### config.mk
export PLATFORM = sky130hd
export DESIGN_NAME = lsm_pipe
export DESIGN_NICKNAME = d
export VERILOG_FILES = /design/src/rtl/lsm_pipe.sv
export SDC_FILE = /design/constraint.sdc
export NUM_CORES = 1
export LEC_CHECK = 0
export ABC_AREA = 1
export BUFFER_PORTS_ARGS = -buffer_cell sky130_fd_sc_hd__buf_2
export CORE_UTILIZATION = 30
export DETAILED_ROUTE_END_ITERATION = 16
export GPL_ROUTABILITY_DRIVEN = 0
export GPL_TIMING_DRIVEN = 1
export HOLD_SLACK_MARGIN = 0.02
export PLACE_DENSITY = 0.5
export SYNTH_ARGS = -nofsm -noshare
export SYNTH_HDL_FRONTEND = slang
export SYNTH_SLANG_ARGS = --single-unit
### constraint.sdc
create_clock -name clk_i -period 5.5 [get_ports clk_i]
set_input_delay 1.1 -clock clk_i [delete_from_list [all_inputs] [get_ports clk_i]]
set_output_delay 1.1 -clock clk_i [all_outputs]
set_load 0.02 [all_outputs]
### src/rtl/lsm_pipe.sv
// lsm_pipe: pipelined Wishbone B4 load/store unit with in-order retirement.
// Define LSM_MISALIGN_TRAP_EN to trap misaligned accesses instead of aligning them.
module lsm_pipe #(
   parameter int DEPTH      = 4,
   parameter int ADDR_WIDTH = 32
) (
   input  logic                  clk_i,
   input  logic                  rst_ni,
   output logic                  input_ready_o,
   input  logic                  input_valid_i,
   input  logic [31:0]           alu_result_i,
   input  logic                  enable_i,
   input  logic                  write_i,
   input  logic [31:0]           write_data_i,
   input  logic [1:0]            size_i,
   input  logic                  unsigned_load_i,
   input  logic                  reg_write_i,
   input  logic [4:0]            reg_addr_i,
   output logic [ADDR_WIDTH-1:0] wb_adr_o,
   input  logic [31:0]           wb_dat_i,
   output logic [31:0]           wb_dat_o,
   output logic                  wb_we_o,
   output logic                  wb_stb_o,
   output logic                  wb_cyc_o,
   output logic [3:0]            wb_sel_o,
   input  logic                  wb_ack_i,
   input  logic                  wb_stall_i,
   output logic                  output_valid_o,
   output logic                  reg_write_o,
   output logic [4:0]            reg_addr_o,
   output logic [31:0]           reg_data_o,
   output logic                  misaligned_o
);

   localparam int PW = (DEPTH > 1) ? $clog2(DEPTH) : 1;
   localparam int CW = PW + 1;

   typedef struct packed {
      logic        is_mem;
      logic        we;
      logic [1:0]  size;
      logic [1:0]  off;
      logic        uns;
      logic        rw;
      logic [4:0]  rd;
      logic [31:0] data;
      logic        done;
      logic        mis;
   } ent_t;

   ent_t                  r_q [DEPTH];
   logic [PW-1:0]         r_head;
   logic [PW-1:0]         r_tail;
   logic [CW-1:0]         r_count;
   logic [CW-1:0]         r_outst;
   logic                  r_stb;
   logic                  r_we;
   logic [3:0]            r_sel;
   logic [31:0]           r_dat;
   logic [ADDR_WIDTH-1:0] r_adr;
   logic                  r_ovalid;
   logic                  r_rw;
   logic [4:0]            r_rd;
   logic [31:0]           r_data;

   logic [1:0]            w_off;
   logic                  w_mis;
   logic [3:0]            w_base;
   logic                  w_ready;
   logic                  w_push;
   logic                  w_req;
   logic                  w_byp;
   logic                  w_wr;
   logic                  w_pop;
   logic                  w_issue;
   logic                  w_hit;
   logic                  w_ack;
   logic                  w_hack;
   logic [PW-1:0]         w_idx;
   logic [PW-1:0]         w_scan;
   logic [31:0]           w_ack_data;
   ent_t                  w_new;

   function automatic logic [31:0] f_load(
      input logic [31:0] d,
      input logic [1:0]  off,
      input logic [1:0]  sz,
      input logic        uns
   );
      logic [31:0] s;
      s = d >> {off, 3'b000};
      unique case (sz)
         2'd0:    return {{24{s[7] & ~uns}}, s[7:0]};
         2'd1:    return {{16{s[15] & ~uns}}, s[15:0]};
         default: return s;
      endcase
   endfunction

   // Offsets are forced to natural alignment; a trapped access never issues.
   always_comb begin
      w_off  = 2'b00;
      w_base = 4'b1111;
      w_mis  = 1'b0;
      unique case (size_i)
         2'd0: begin
            w_off  = alu_result_i[1:0];
            w_base = 4'b0001;
         end
         2'd1: begin
            w_off  = {alu_result_i[1], 1'b0};
            w_base = 4'b0011;
         end
         default: begin
            w_off  = 2'b00;
            w_base = 4'b1111;
         end
      endcase
`ifdef LSM_MISALIGN_TRAP_EN
      if (size_i == 2'd1)
         w_mis = enable_i && alu_result_i[0];
      else if (size_i[1])
         w_mis = enable_i && (alu_result_i[1:0] != 2'b00);
`endif
   end

   always_comb begin
      w_new        = '0;
      w_new.is_mem = enable_i && !w_mis;
      w_new.we     = write_i;
      w_new.size   = size_i;
      w_new.off    = w_off;
      w_new.uns    = unsigned_load_i;
      w_new.rw     = reg_write_i && !w_mis;
      w_new.rd     = reg_addr_i;
      w_new.data   = enable_i ? 32'd0 : alu_result_i;
      w_new.done   = !enable_i || w_mis;
      w_new.mis    = w_mis;
   end

   assign w_ready = rst_ni && (r_count < CW'(DEPTH))
                    && !(r_stb && wb_stall_i);
   assign w_push  = input_valid_i && w_ready;
   assign w_req   = w_push && w_new.is_mem;
   assign w_issue = r_stb && !wb_stall_i;

   // Acks return in issue order, so the oldest pending memory entry owns it.
   always_comb begin
      w_hit  = 1'b0;
      w_idx  = r_head;
      w_scan = r_head;
      for (int i = 0; i < DEPTH; i++) begin
         w_scan = r_head + PW'(i);
         if (!w_hit && (CW'(i) < r_count)
             && r_q[w_scan].is_mem && !r_q[w_scan].done) begin
            w_hit = 1'b1;
            w_idx = w_scan;
         end
      end
   end

   assign w_ack      = wb_ack_i && (r_outst != '0) && w_hit;
   assign w_ack_data = r_q[w_idx].we ? 32'd0 :
                       f_load(wb_dat_i, r_q[w_idx].off,
                              r_q[w_idx].size, r_q[w_idx].uns);
   assign w_hack     = w_ack && (w_idx == r_head);
   assign w_pop      = (r_count != '0) && (r_q[r_head].done || w_hack);
   assign w_byp      = w_push && (r_count == '0) && w_new.done;
   assign w_wr       = w_push && !w_byp;

   always_ff @(posedge clk_i or negedge rst_ni) begin
      if (!rst_ni) begin
         for (int i = 0; i < DEPTH; i++)
            r_q[i] <= '0;
         r_head   <= '0;
         r_tail   <= '0;
         r_count  <= '0;
         r_outst  <= '0;
         r_ovalid <= 1'b0;
         r_rw     <= 1'b0;
         r_rd     <= '0;
         r_data   <= '0;
      end else begin
         if (w_ack) begin
            r_q[w_idx].done <= 1'b1;
            r_q[w_idx].data <= w_ack_data;
         end
         if (w_wr) begin
            r_q[r_tail] <= w_new;
            r_tail      <= r_tail + 1'b1;
         end
         if (w_pop)
            r_head <= r_head + 1'b1;
         r_count  <= r_count + CW'(w_wr) - CW'(w_pop);
         r_outst  <= r_outst + CW'(w_issue) - CW'(w_ack);
         r_ovalid <= w_pop || w_byp;
         if (w_pop) begin
            r_rw   <= r_q[r_head].rw;
            r_rd   <= r_q[r_head].rd;
            r_data <= w_hack ? w_ack_data : r_q[r_head].data;
         end else if (w_byp) begin
            r_rw   <= w_new.rw;
            r_rd   <= w_new.rd;
            r_data <= w_new.data;
         end
      end
   end

   always_ff @(posedge clk_i or negedge rst_ni) begin
      if (!rst_ni) begin
         r_stb <= 1'b0;
         r_we  <= 1'b0;
         r_sel <= '0;
         r_dat <= '0;
         r_adr <= '0;
      end else if (w_req) begin
         r_stb <= 1'b1;
         r_we  <= write_i;
         r_sel <= w_base << w_off;
         r_dat <= write_data_i << {w_off, 3'b000};
         r_adr <= {alu_result_i[ADDR_WIDTH-1:2], 2'b00};
      end else if (w_issue) begin
         r_stb <= 1'b0;
      end
   end

`ifdef LSM_MISALIGN_TRAP_EN
   logic r_mis;

   always_ff @(posedge clk_i or negedge rst_ni) begin
      if (!rst_ni)
         r_mis <= 1'b0;
      else if (w_pop)
         r_mis <= r_q[r_head].mis;
      else if (w_byp)
         r_mis <= w_new.mis;
      else
         r_mis <= 1'b0;
   end

   assign misaligned_o = r_mis;
`else
   assign misaligned_o = 1'b0;
`endif

   assign input_ready_o  = w_ready;
   assign wb_adr_o       = r_adr;
   assign wb_dat_o       = r_dat;
   assign wb_we_o        = r_we;
   assign wb_stb_o       = r_stb;
   assign wb_sel_o       = r_sel;
   assign wb_cyc_o       = r_stb || (r_outst != '0);
   assign output_valid_o = r_ovalid;
   assign reg_write_o    = r_rw;
   assign reg_addr_o     = r_rd;
   assign reg_data_o     = r_data;

endmodule

==> results_dict.tcl <==
set metrics [dict create \
    synth.top_cell.area_share 0.465 \
    wl_per_cell_um 21.0 \
    period_share 0.835 \
    slew_headroom 0.278 \
    grt_pass1_wl_um 93500 \
    gr-total-overflow 0 \
    crit_arrival_ps 5040 \
    r2r_setup_slack_ps 910 \
    synth_flop_cell "dfrtp_1" \
    synth_cell_types 49 \
    clock_latency_ps 570 \
    drt-total-wl_um 62000 \
    cts_inserted_buffers 38 \
    async_flop_share 1.00 \
    r2r.worst_path.cells 23 \
    worstMarginPinSlew_ps 1080 \
    io_pins 224 \
    antenna_left 0 \
    fin_cells 2954 \
    cts_tree "built" \
    diodes 0 \
    period_minus_slack_ps 4590 \
    r2r-start "r_head[0]" \
    clk_pin_slew_ps 60 \
    post_cts_resized 0 \
    startpoint_type "flip-flop" \
    critical_path_peak_fanout 32 \
    synth-edff-count 0 \
    die_h_um 234 \
    drtPass1Iterations 5 \
    dieArea_sq_um 54900 \
    grt_pass1_vias 15000 \
    cts_root_buf "clkbuf_16" \
    path_class "flip-flop to flip-flop" \
    drive_above_1_share 0.191 \
    area_delta_synth_final_pct 18.5 \
    dp_hpwl_um 39500 \
    setup_viol 0 \
    fillCellCount 5595 \
    cts.path.max_buffers 3 \
    hold_class "input port to async pin" \
    status "finished clean" \
    core_area_sq_um 53000 \
    fp.dieW_um 234 \
    yosysSeqAreaShare 0.465 \
    layout_commonest_cell "nand2_1" \
    layout_common_cells "576 x nand2_1, 301 x dfrtp_1, 228 x a21oi_1" \
    start_util 0.306 \
    max-cap-violations 0 \
    fin_setup_tns_ps 0 \
    nNetsFinal 2362 \
    syn_area_sq_um 16200 \
    clock.fmax_ghz 0.218 \
    synth_largest_area_cell "dfrtp_1" \
    drt-initial-drc-count 1123 \
    ys_warn_count 0 \
    ff_latch_area_sq_um 7530 \
    post-cts-setup-buffers 0 \
    synth.area.top_cells "dfrtp_1 47%, nand2_1 13%, a21oi_1 7.1%, o21ai_0 4.6%, nor2_1 4.3%" \
    rsz0062_at_grt "no" \
    syn_inst 2078 \
    htreeDepth 2 \
    grt_max_degree 101 \
    place_area_sq_um 17900 \
    num_vias 15400 \
    track_usage 0.225 \
    multi_input_area_sq_um 7550 \
    port_buffers 220 \
    antenna_found_initial 2 \
    place_inst 2886 \
    hold_viol_final 0 \
    drcViolationCount 0 \
    postSynthAreaPerCell_sq_um 7.79 \
    end_kind "flip-flop" \
    vias_per_cell 5.20 \
    rows 84 \
    ys_ff_latch 301 \
    crit_required_ps 5940 \
    reg2reg_to "r_q[162]" \
    finalMaxSlewViolations 0 \
    stdcell_area_sq_um 19200 \
    postCtsHoldBufs 0 \
    cts_sinks 301 \
    skew_ps 21.1 \
]
[stage by stage]
step / worst slack [ps] / hold slack, ps / utilization
floorplan: 2270 / 453 / -
global placement: 1140 / 454 / 0.338
global route: 420 / 343 / 0.362
finish: 905 / 346 / 0.362
CTS: 934 / 338 / 0.362
detailed placement: 960 / 461 / 0.338
[cell type report]
class,count,area share
Multi-Input combinational cell,1492,0.394
Sequential cell,301,0.393
Inverter,154,0.0303
Tap cell,688,0.0449
Clock inverter,10,0.00678
Clock buffer,58,0.0610
Timing Repair Buffer,251,0.0707
[cell usage after synthesis (7+ instances only)]
cell type  instances
nand2_1          578
dfrtp_1          301
a21oi_1          228
nor2_1           187
o21ai_0          150
inv_1            131
clkbuf_1         103
nand3_1           73
a22oi_1           68
a21oi_2           50
a41oi_1           23
o22ai_1           16
inv_2             15
nand2_4           14
buf_2             12
mux2i_1           11
nand2_2           11
ha_1              10
buf_1              9
o211ai_1           9
clkinv_1           7
o311ai_0           7
[how the worst max path moves through the flow]
| stage | start | to | slack, ps | cells after the start |
|---|---|---|---|---|
| after floorplan | wb_stall_i | r_count[2] | 2270 | 11 |
| after CTS | r_head[0] | r_q[162] | 930 | 21 |
| after detailed placement | r_head[0] | r_q[162] | 960 | 21 |
| after global routing | r_head[0] | r_q[115] | 420 | 23 |
| final | r_head[0] | r_q[162] | 910 | 23 |
| after global placement | r_head[0] | r_q[112] | 1140 | 23 |
[routing by layer]
layer,up-vias,part of all wire,GRT usage
li1,7217,-,-
met1,7524,0.45,0.308
met2,530,0.46,0.361
met3,92,0.070,0.0450
met4,4,0.022,0.0611
met5,-,0.00037,0
[flip-flops by register name, indices dropped and copies added (netlist names)]
| name | count |
|---|---|
| output_valid_o | 1 |
| r_count | 3 |
| r_head | 2 |
| r_outst | 3 |
| r_q | 184 |
| r_tail | 2 |
| reg_addr_o | 5 |
| reg_data_o | 32 |
| reg_write_o | 1 |
| wb_adr_o | 30 |
| wb_dat_o | 32 |
| wb_sel_o | 4 |
| wb_stb_o | 1 |
| wb_we_o | 1 |
[cell families after synthesis]
| kind of cell | after synthesis | share of synthesized area |
|---|---|---|
| simple gates | 883 | 0.227 |
| compound gates | 578 | 0.217 |
| flops | 301 | 0.465 |
| buf+inv | 287 | 0.0714 |
| fa+ha+maj | 12 | 0.0102 |
| mux | 11 | 0.00680 |
| xor+xnor | 5 | 0.00271 |
| other cells | 1 | 0.000232 |
[worst max-delay path: stages (launching register included)]
cell and delay (ps):
dfrtp_1 610, inv_2 210, nand2_1 260, nand2_2 110, nand3_2 90, nand2_1 60
nor2_2 130, nand2_2 80, nand2_1 70, nand2_2 60, nand2_4 110, nand2_4 140
nand2_1 90, nand2_1 60, nand2_1 80, nand2_2 190, inv_1 690, nand3_1 280
nand3_4 210, nand3_4 400, nand2_1 260, inv_1 120, nand2_1 80, a21oi_1 70
Power is not shown: default switching activity piles up to over one toggle a cycle in this logic, so the estimate is an artifact.
